**src/rtl/wt_mem_req_arbiter_if.sv**
```systemverilog
// Request-side bundle for wt_mem_req_arbiter: I$/D$ req/ack channels, memory valid/ready stream, credit returns.
// The master modport is the arbiter's view; slave is the caches plus memory adapter.
interface wt_mem_req_arbiter_if #(
  parameter int DataWidth = 128
);
  logic                 icache_req_i;
  logic                 icache_ack_o;
  logic [DataWidth-1:0] icache_data_i;
  logic                 dcache_req_i;
  logic                 dcache_ack_o;
  logic [DataWidth-1:0] dcache_data_i;
  logic                 mem_valid_o;
  logic                 mem_ready_i;
  logic [DataWidth-1:0] mem_data_o;
  logic                 mem_src_o;
  logic                 icache_rtrn_i;
  logic                 dcache_rtrn_i;

  modport master (
    input  icache_req_i, icache_data_i, dcache_req_i, dcache_data_i,
    input  mem_ready_i, icache_rtrn_i, dcache_rtrn_i,
    output icache_ack_o, dcache_ack_o, mem_valid_o, mem_data_o, mem_src_o
  );

  modport slave (
    output icache_req_i, icache_data_i, dcache_req_i, dcache_data_i,
    output mem_ready_i, icache_rtrn_i, dcache_rtrn_i,
    input  icache_ack_o, dcache_ack_o, mem_valid_o, mem_data_o, mem_src_o
  );
endinterface

```
**src/rtl/wt_mem_req_arbiter.sv**
```systemverilog
// Round-robin merge of I$ and D$ memory requests into one registered valid/ready stream with per-source credits.
// Optional grant/stall statistics counters are built when WT_ARB_STATS_EN is defined.
module wt_mem_req_arbiter #(
  parameter int DataWidth      = 128,
  parameter int MaxOutstanding = 4
) (
  input  logic                  clk_i,
  input  logic                  rst_i,
  wt_mem_req_arbiter_if.master  bus,
  output logic                  idle_o,
  output logic                  err_o
`ifdef WT_ARB_STATS_EN
  ,
  output logic [31:0]           stat_icache_o,
  output logic [31:0]           stat_dcache_o,
  output logic [31:0]           stat_stall_o
`endif
);

  typedef enum logic {
    SRC_I = 1'b0,
    SRC_D = 1'b1
  } src_e;

  localparam logic [3:0] Limit = 4'(MaxOutstanding);

  // State
  logic [3:0]           cnt_i_q, cnt_i_d;
  logic [3:0]           cnt_d_q, cnt_d_d;
  src_e                 rr_q, rr_d;
  logic                 mem_valid_q, mem_valid_d;
  logic [DataWidth-1:0] mem_data_q, mem_data_d;
  src_e                 mem_src_q, mem_src_d;
  logic                 err_q, err_d;

  // Arbitration terms
  logic slot_free;
  logic elig_i, elig_d;
  logic gnt_i, gnt_d;

  function automatic logic [3:0] credit_next(input logic [3:0] cnt,
                                             input logic       grant,
                                             input logic       rtrn);
    logic [3:0] nxt;
    nxt = cnt;
    if (grant && !rtrn)
      nxt = cnt + 4'd1;
    else if (rtrn && !grant && cnt != 4'd0)
      nxt = cnt - 4'd1;
    return nxt;
  endfunction

  // The slot bypasses on ready so a grant can land in the same edge the old entry leaves.
  assign slot_free = !mem_valid_q || bus.mem_ready_i;
  assign elig_i    = bus.icache_req_i && (cnt_i_q < Limit);
  assign elig_d    = bus.dcache_req_i && (cnt_d_q < Limit);

  // NOTE: every variable written in an always_comb gets a default first, so no latch is inferred.
  always_comb begin
    gnt_i = 1'b0;
    gnt_d = 1'b0;
    rr_d  = rr_q;
    // Acks must drop while reset is held, even though the cleared state would look grantable.
    if (slot_free && !rst_i) begin
      if (elig_i && elig_d) begin
        gnt_i = (rr_q == SRC_I);
        gnt_d = (rr_q == SRC_D);
      end else begin
        gnt_i = elig_i;
        gnt_d = elig_d;
      end
    end
    if (gnt_i)
      rr_d = SRC_D;
    else if (gnt_d)
      rr_d = SRC_I;
  end

  always_comb begin
    mem_valid_d = mem_valid_q;
    mem_data_d  = mem_data_q;
    mem_src_d   = mem_src_q;
    if (gnt_i || gnt_d) begin
      mem_valid_d = 1'b1;
      mem_data_d  = gnt_d ? bus.dcache_data_i : bus.icache_data_i;
      mem_src_d   = gnt_d ? SRC_D : SRC_I;
    end else if (bus.mem_ready_i) begin
      mem_valid_d = 1'b0;
    end
  end

  always_comb begin
    cnt_i_d = credit_next(cnt_i_q, gnt_i, bus.icache_rtrn_i);
    cnt_d_d = credit_next(cnt_d_q, gnt_d, bus.dcache_rtrn_i);
    err_d   = err_q
            | (bus.icache_rtrn_i && cnt_i_q == 4'd0)
            | (bus.dcache_rtrn_i && cnt_d_q == 4'd0);
  end

  // NOTE: sequential state uses non-blocking assignments so every flop samples pre-edge values.
  always_ff @(posedge clk_i or posedge rst_i) begin
    if (rst_i) begin
      cnt_i_q     <= 4'd0;
      cnt_d_q     <= 4'd0;
      rr_q        <= SRC_I;
      mem_valid_q <= 1'b0;
      mem_data_q  <= '0;
      mem_src_q   <= SRC_I;
      err_q       <= 1'b0;
    end else begin
      cnt_i_q     <= cnt_i_d;
      cnt_d_q     <= cnt_d_d;
      rr_q        <= rr_d;
      mem_valid_q <= mem_valid_d;
      mem_data_q  <= mem_data_d;
      mem_src_q   <= mem_src_d;
      err_q       <= err_d;
    end
  end

  always_comb begin
    bus.icache_ack_o = gnt_i;
    bus.dcache_ack_o = gnt_d;
    bus.mem_valid_o  = mem_valid_q;
    bus.mem_data_o   = mem_data_q;
    bus.mem_src_o    = mem_src_q;
    idle_o           = (cnt_i_q == 4'd0) && (cnt_d_q == 4'd0) && !mem_valid_q;
    err_o            = err_q;
  end

`ifdef WT_ARB_STATS_EN
  logic [31:0] stat_i_q, stat_i_d;
  logic [31:0] stat_d_q, stat_d_d;
  logic [31:0] stall_q, stall_d;

  always_comb begin
    stat_i_d = stat_i_q;
    stat_d_d = stat_d_q;
    stall_d  = stall_q;
    if (gnt_i && stat_i_q != '1)
      stat_i_d = stat_i_q + 32'd1;
    if (gnt_d && stat_d_q != '1)
      stat_d_d = stat_d_q + 32'd1;
    if (mem_valid_q && !bus.mem_ready_i && stall_q != '1)
      stall_d = stall_q + 32'd1;
  end

  always_ff @(posedge clk_i or posedge rst_i) begin
    if (rst_i) begin
      stat_i_q <= '0;
      stat_d_q <= '0;
      stall_q  <= '0;
    end else begin
      stat_i_q <= stat_i_d;
      stat_d_q <= stat_d_d;
      stall_q  <= stall_d;
    end
  end

  assign stat_icache_o = stat_i_q;
  assign stat_dcache_o = stat_d_q;
  assign stat_stall_o  = stall_q;
`endif

endmodule

```
**src/flat_wrapper.sv**
```systemverilog
// flat-port wrapper written by rule: the top's interface ports become plain ports
module wt_mem_req_arbiter_flat 
#(
  parameter int DataWidth      = 128,
  parameter int MaxOutstanding = 4
)
  (clk_i, rst_i, idle_o, err_o, bus_icache_req_i, bus_icache_data_i, bus_dcache_req_i, bus_dcache_data_i, bus_mem_ready_i, bus_icache_rtrn_i, bus_dcache_rtrn_i, bus_icache_ack_o, bus_dcache_ack_o, bus_mem_valid_o, bus_mem_data_o, bus_mem_src_o);
  wt_mem_req_arbiter_if #(.DataWidth(DataWidth)) bus_i ();
  input  logic clk_i;
  input  logic rst_i;
  output logic idle_o;
  output logic err_o;
  input wire logic [$bits(bus_i.icache_req_i)-1:0] bus_icache_req_i;
  input wire logic [$bits(bus_i.icache_data_i)-1:0] bus_icache_data_i;
  input wire logic [$bits(bus_i.dcache_req_i)-1:0] bus_dcache_req_i;
  input wire logic [$bits(bus_i.dcache_data_i)-1:0] bus_dcache_data_i;
  input wire logic [$bits(bus_i.mem_ready_i)-1:0] bus_mem_ready_i;
  input wire logic [$bits(bus_i.icache_rtrn_i)-1:0] bus_icache_rtrn_i;
  input wire logic [$bits(bus_i.dcache_rtrn_i)-1:0] bus_dcache_rtrn_i;
  output wire logic [$bits(bus_i.icache_ack_o)-1:0] bus_icache_ack_o;
  output wire logic [$bits(bus_i.dcache_ack_o)-1:0] bus_dcache_ack_o;
  output wire logic [$bits(bus_i.mem_valid_o)-1:0] bus_mem_valid_o;
  output wire logic [$bits(bus_i.mem_data_o)-1:0] bus_mem_data_o;
  output wire logic [$bits(bus_i.mem_src_o)-1:0] bus_mem_src_o;
  assign bus_i.icache_req_i = bus_icache_req_i;
  assign bus_i.icache_data_i = bus_icache_data_i;
  assign bus_i.dcache_req_i = bus_dcache_req_i;
  assign bus_i.dcache_data_i = bus_dcache_data_i;
  assign bus_i.mem_ready_i = bus_mem_ready_i;
  assign bus_i.icache_rtrn_i = bus_icache_rtrn_i;
  assign bus_i.dcache_rtrn_i = bus_dcache_rtrn_i;
  assign bus_icache_ack_o = bus_i.icache_ack_o;
  assign bus_dcache_ack_o = bus_i.dcache_ack_o;
  assign bus_mem_valid_o = bus_i.mem_valid_o;
  assign bus_mem_data_o = bus_i.mem_data_o;
  assign bus_mem_src_o = bus_i.mem_src_o;
  wt_mem_req_arbiter #(.DataWidth(DataWidth), .MaxOutstanding(MaxOutstanding)) u_core (.clk_i(clk_i), .rst_i(rst_i), .bus(bus_i), .idle_o(idle_o), .err_o(err_o));
endmodule
```
**config.mk**
```make
export PLATFORM = sky130hd
export DESIGN_NAME = wt_mem_req_arbiter_flat
export DESIGN_NICKNAME = d
export VERILOG_FILES = /design/src/rtl/wt_mem_req_arbiter_if.sv /design/src/rtl/wt_mem_req_arbiter.sv /design/src/flat_wrapper.sv
export SDC_FILE = /design/constraint.sdc
export NUM_CORES = 1
export LEC_CHECK = 0
export ABC_AREA = 1
export ABC_CLOCK_PERIOD_IN_PS = 5800
export BUFFER_PORTS_ARGS = -buffer_cell sky130_fd_sc_hd__clkbuf_2
export CAP_MARGIN = 25
export CORE_MARGIN = 2
export CORE_UTILIZATION = 30
export DETAILED_ROUTE_END_ITERATION = 10
export GPL_TIMING_DRIVEN = 0
export MAX_ROUTING_LAYER = met4
export PLACE_DENSITY_LB_ADDON = 0.12
export RECOVER_POWER = 100
export SETUP_SLACK_MARGIN = 0.2
export SYNTH_ARGS = -nofsm -noshare
export SYNTH_HDL_FRONTEND = slang
export SYNTH_SLANG_ARGS = --single-unit
```
**constraint.sdc**
```tcl
create_clock -name clk_i -period 5.8 [get_ports clk_i]
set_input_delay 0.29 -clock clk_i [delete_from_list [all_inputs] [get_ports clk_i]]
set_output_delay 0.29 -clock clk_i [all_outputs]
set_load 0.02 [all_outputs]
```
After elaboration in Yosys (flattened, before gate mapping) --
Cells that the tools add are included.
Cells by class: $add $sub $neg 4, magnitude comparators 2, muxes and demuxes 14, bitwise logic cells 3, reduce and logical (&&, ||, !) cells 30
Operators with widths (number):
- $mux W128 | 1
- $mux W4 | 4
- $logic_and A1 B1 Y1 | 14
- $mux W1 | 9
- $add A4 B1 Y4 const B | 2
- $logic_not A4 Y1 | 2
- $lt A4 B3 Y1 const B | 2
- $reduce_bool A2 Y1 | 4
- $reduce_bool A4 Y1 | 2
- $sub A4 B1 Y4 const B | 2
- $logic_not A1 Y1 | 6
- $logic_or A1 B1 Y1 | 2
- $or A1 B1 Y1 | 2
- $not A1 Y1 | 1
Storage, ports and cells: bits in registers 140, input bits 263, output and inout port bits 134

Longest topological paths before layout --
depth after elaboration 10, gate-level depth with buffers 15, depth with buffers taken out 15

Worst setup path before layout --
No wires, ideal clock.
kind input to register, start in rst_i, end reg u_core.cnt_i_q[3], library setup time 0.116 ns, data arrival time 5.085 ns, required time 5.684 ns, path slack 0.599 ns, stages 12, buffers on the path 0, cell sequence inv_1 > nand2_1 > nor2_1 > nand2_2 > inv_2 > nand2_1 > ha_1 > a21oi_1 > nand2_1 > nand3b_1 > nand3_1 > nand2_1
On the way: longest elaborated chain between the ends 7, elaborated cells between the ends (all ways) 9
Ends and longest elaborated chain:
- start, declared | RTL line flat_wrapper.sv:10 | input logic rst_i;
- $logic_not A1 Y1 (*) | RTL line wt_mem_req_arbiter.sv:64 | if (slot_free && !rst_i) begin
- $logic_and A1 B1 Y1 (*) | RTL line wt_mem_req_arbiter.sv:64
- $mux W1 (*) | RTL line wt_mem_req_arbiter.sv:64
- $logic_not A1 Y1 | RTL line wt_mem_req_arbiter.sv:48 | else if (rtrn && !grant && cnt != 4'd0)
- $logic_and A1 B1 Y1 (2 in series) | RTL line wt_mem_req_arbiter.sv:48
- $reduce_bool A2 Y1 (no source line)
- end signal, assigned | RTL line wt_mem_req_arbiter.sv:111 | cnt_i_q <= cnt_i_d;
- end, declared | RTL line wt_mem_req_arbiter.sv:28 | logic [3:0] cnt_i_q, cnt_i_d;
Every way passes the cells marked *; elsewhere a longest branch is shown, timed or not. A chain may end at the register's enable or synchronous reset.

Final worst setup path --
start in rst_i, end out bus_dcache_ack_o
On the way: longest elaborated chain between the ends 3
Ends and longest elaborated chain:
- $logic_not A1 Y1 | RTL line wt_mem_req_arbiter.sv:64
- $logic_and A1 B1 Y1 | RTL line wt_mem_req_arbiter.sv:64
- $mux W1 | RTL line wt_mem_req_arbiter.sv:64
- end, declared | RTL line flat_wrapper.sv:21 | output wire logic [$bits(bus_i.dcache_ack_o)-1:0] bus_dcache_ack_o;
No other way between the ends.

==> qor.log <==
INFO  detailed_routing drt_first_iter_violations=394
INFO  place          place_area=0.009077mm^2
INFO  min_path       min-delay-path-class=input port to register
INFO  min_path       holdPathEnd=u_core.bus.mem_data_o[112]$_DFFE_PP0P_
INFO  sta            final_max_slew_viol_count=0
INFO  worst_setup_path r2r_end=u_core.bus.mem_data_o[89]$_DFFE_PP0P_
INFO  logic_synthesis synth.net_count=1065
INFO  place          finalWeightedCongestion=0.8561
INFO  place          detailed_place_hpwl=19.29mm
INFO  clock_tree     cts_inserted_buffers=17
INFO  worst_setup_path crit_path_end_kind=primary output
INFO  worst_setup_path critPathMostFrequentCell=clkbuf_1
INFO  detailed_routing detail_route.first_pass.iterations=4
INFO  power_and_ir_drop fin_total_pwr=0.005001W
INFO  final_layout   nNetsFinal=1482
INFO  clock_tree     cts_tree=done
INFO  global_routing gr-total-overflow=0
INFO  logic_synthesis top_area_cell_type_share_of_the_netlist_area=52.19%
INFO  final_layout   drive_gt1_share=29.77%
INFO  sta            finalHoldViolations=0
INFO  worst_setup_path crit_required=5510ps
INFO  clock_tree     cts.htree.levels=4
INFO  sta            final.setup.tns=0ps
INFO  final_layout   utilization=43.11%
INFO  floorplan      die_width=153.6um
INFO  place          io_buf_count=396
INFO  worst_setup_path critical_path_peak_fanout=75
INFO  global_routing grt_max_degree=76
INFO  detailed_routing drt.antenna.violating_nets=0
INFO  power_and_ir_drop irDropWorstVdd=0.2056mV
INFO  clock_tree     clk_pin_slew=70ps
INFO  worst_setup_path critical_path.max_stage_delay=530ps
INFO  floorplan      io_pins=397
INFO  logic_synthesis synth_seq_cells=140
INFO  logic_synthesis post_synth_num_cell_types=25
INFO  sta            unrepaired_setup_endpoints_after_global_routing=false
INFO  logic_synthesis netlist.top_cell.by_area=dfrtp_1
INFO  logic_synthesis register_area_share_after_synthesis=52.19%
INFO  worst_setup_path critical_path.top_delay_family=buffers and inverters
INFO  min_path       timing.hold.worst.start=bus_dcache_data_i[112]
INFO  floorplan      placement_rows=54
INFO  sta            finalCritPeriodShare=59.39%
INFO  logic_synthesis main_area_contributors_after_synthesis=dfrtp_1 (52%), nand3_1 (20%), nand2_1 (15%)
INFO  min_path       hold_depth=3
INFO  clock_tree     cts_hold_bufs=1
INFO  power_and_ir_drop pwr_density_cell=529.9mW/mm^2
INFO  worst_setup_path crit_type=input port to primary output
INFO  floorplan      dieArea=0.02359mm^2
INFO  detailed_routing wl_per_cell=16.94um
INFO  clock_tree     clock_tree.root_cell=clkbuf_16
INFO  detailed_routing vias_after_detailed_routing=7118
INFO  global_routing via_count_of_the_first_global_routing_pass=7091
INFO  global_routing grt_antenna_before_repair=0
INFO  power_and_ir_drop p_leak=4.863nW
INFO  global_routing grt_first_pass_wirelength=39.18mm
INFO  run            maxCapViolations=0
INFO  worst_setup_path cp.arrival=3150ps
INFO  sta            max_slew.worst_pin.slew=935.9ps
INFO  final_layout   num_antenna_cells=0
INFO  floorplan      initial_core_util=30.66%
INFO  clock_tree     post_cts.repair.setup_buffers=0
INFO  logic_synthesis ys.warnings.count=0
INFO  sta            minimum_clock_period=3445ps
INFO  final_layout   fin_area=0.009437mm^2
INFO  clock_tree     cts-root-to-sink-buffers=2
INFO  global_routing grt_use_total=22.02%
INFO  worst_setup_path regToRegSetupSlack=3050ps
INFO  run_status     run_status=finished clean
INFO  logic_synthesis netlist_instances=796
INFO  detailed_routing route.detailed.vias_per_inst=4.726
INFO  logic_synthesis synthesis.area=0.006713mm^2
INFO  clock_tree     total_number_of_clock_tree_sinks=140
INFO  final_layout   syn_to_final_growth=40.58%
INFO  worst_setup_path worst_r2r_path_depth=9
INFO  clock_tree     clk-insertion-delay-late=430ps
INFO  detailed_routing drt_drc_violations_left=0
INFO  worst_setup_path critical_path.reg2reg.startpoint=u_core.cnt_i_q[2]$_DFFE_PP0P_
INFO  floorplan      die_height=153.6um
INFO  sta            relSlewSlack=37.61%
INFO  worst_setup_path crit_path_start_kind=input port
INFO  sta            fin_skew=14.16ps
INFO  floorplan      core_region_area=0.02189mm^2
INFO  logic_synthesis postSynthAreaPerCell=8.433um^2
INFO  worst_setup_path cp_num_buf_inv=7
INFO  sta            finalSetupViolations=0
INFO  worst_setup_path critical_path.slowest_cell=dlygate4sd3_1
INFO  sta            fmax=290.3MHz
INFO  worst_setup_path critical_path.cell_chain=dlygate4sd3_1, clkbuf_1, inv_6, buf_16, nand2_1, nor2_1, nand2_1, inv_2, clkbuf_1, clkbuf_1
INFO  detailed_routing drt_wl_total=25.51mm
INFO  clock_tree     post_cts_resized=0
## cell families after synthesis
| family | count (synthesis) | share of synthesized area [%] |
|---|---|---|
| compound gates | 7 | 0.6339 |
| xor+xnor | 3 | 0.3915 |
| fa+ha+maj | 6 | 1.342 |
| buf+inv | 73 | 7.269 |
| flops | 140 | 52.19 |
| simple gates | 567 | 38.17 |
## per-layer routing
layer / up-vias / track usage, % / wire (um)
li1: 3476 / - / -
met1: 3325 / 27.43 / 10840
met2: 286 / 36.61 / 12640
met3: 31 / 4.143 / 1574
met4: 0 / 6.422 / 452
met5: - / - / 0
## state kept, by name, summed over array words and instances, names as in the netlist
name                    flops
u_core.rr_q                 1
u_core.bus.mem_data_o     128
u_core.cnt_d_q              4
u_core.bus.mem_src_o        1
u_core.err_o                1
u_core.bus.mem_valid_o      1
u_core.cnt_i_q              4
## where the power goes
| group | internal (W) | switching (W) | total (W) |
|---|---|---|---|
| Sequential | 0.00143 | 0.000273 | 0.00170 |
| Combinational | 0.000629 | 0.00143 | 0.00206 |
| Clock | 0.000782 | 0.000454 | 0.00124 |
## final cells by class
cell class                      instances  area, um^2
Multi-Input combinational cell        583        2709
Tap cell                              280       350.3
Clock buffer                           20       446.7
Fill cell                            2362       12450
Inverter                               17       68.82
Buffer                                 56       297.8
Sequential cell                       140        3503
Timing Repair Buffer                  398        1852
Clock inverter                         12       209.0
## placed cells by master, fill, tap and decap left out, types with 2 or more instances in the layout
cell / instances
nor2_2: 2
bufinv_16: 5
clkbuf_1: 155
dfrtp_1: 140
nand2_2: 31
xor2_1: 3
clkbuf_2: 262
a21oi_1: 2
ha_1: 4
buf_4: 14
clkinvlp_4: 2
clkbuf_16: 17
nand2_1: 262
nor2_1: 3
inv_1: 14
nand3_1: 267
o21ai_0: 2
buf_2: 22
inv_6: 5
fa_1: 2
## Yosys cell counts
cell	instances
clkinv_1	1
buf_2	29
clkbuf_1	1
nand2_1	260
nor2_4	1
nand2_2	33
a21oi_1	2
nand3_1	267
ha_1	4
buf_12	4
inv_2	3
o221ai_1	1
buf_4	14
nor2_1	2
inv_1	13
buf_6	8
nor3_1	1
a21o_1	1
nor2_2	2
fa_1	2
a31oi_1	1
dfrtp_1	140
xor2_1	3
o21ai_0	2
nand3b_1	1
## worst reg2reg max path, stage by stage, from the launching register on
cell	delay [ps]
dfrtp_1	410
nor2_2	190
nand3_1	110
nand2_1	220
nand2_1	80
inv_1	140
clkbuf_1	580
clkbuf_1	770
nand2_2	70
nand3_1	100
## worst max-delay path by stage
stage                                                        to  cells past startpoint  startpoint  slack [ps]
final                                          bus_dcache_ack_o                     10       rst_i        2360
after global routing      u_core.bus.mem_data_o[89]$_DFFE_PP0P_                     13       rst_i        1980
after CTS                         u_core.cnt_i_q[3]$_DFFE_PP0P_                     15       rst_i        2530
after detailed placement          u_core.cnt_i_q[3]$_DFFE_PP0P_                     14       rst_i        2640
after global placement            u_core.cnt_i_q[3]$_DFFE_PP0P_                     13       rst_i       -1430
after floorplan                   u_core.cnt_i_q[3]$_DFFE_PP0P_                     12       rst_i         600
## per-stage QoR
stage               hold WS, ps  cells  worst slack [ps]
floorplan                 422.9    796             598.8
global placement          458.5   1472             -1429
detailed placement        430.2   1473              2639
CTS                       54.69   1506              2533
global route              62.09   1506              1984
finish                    69.16   1506              2355
Note: power is estimated with default switching activity, not from simulation.
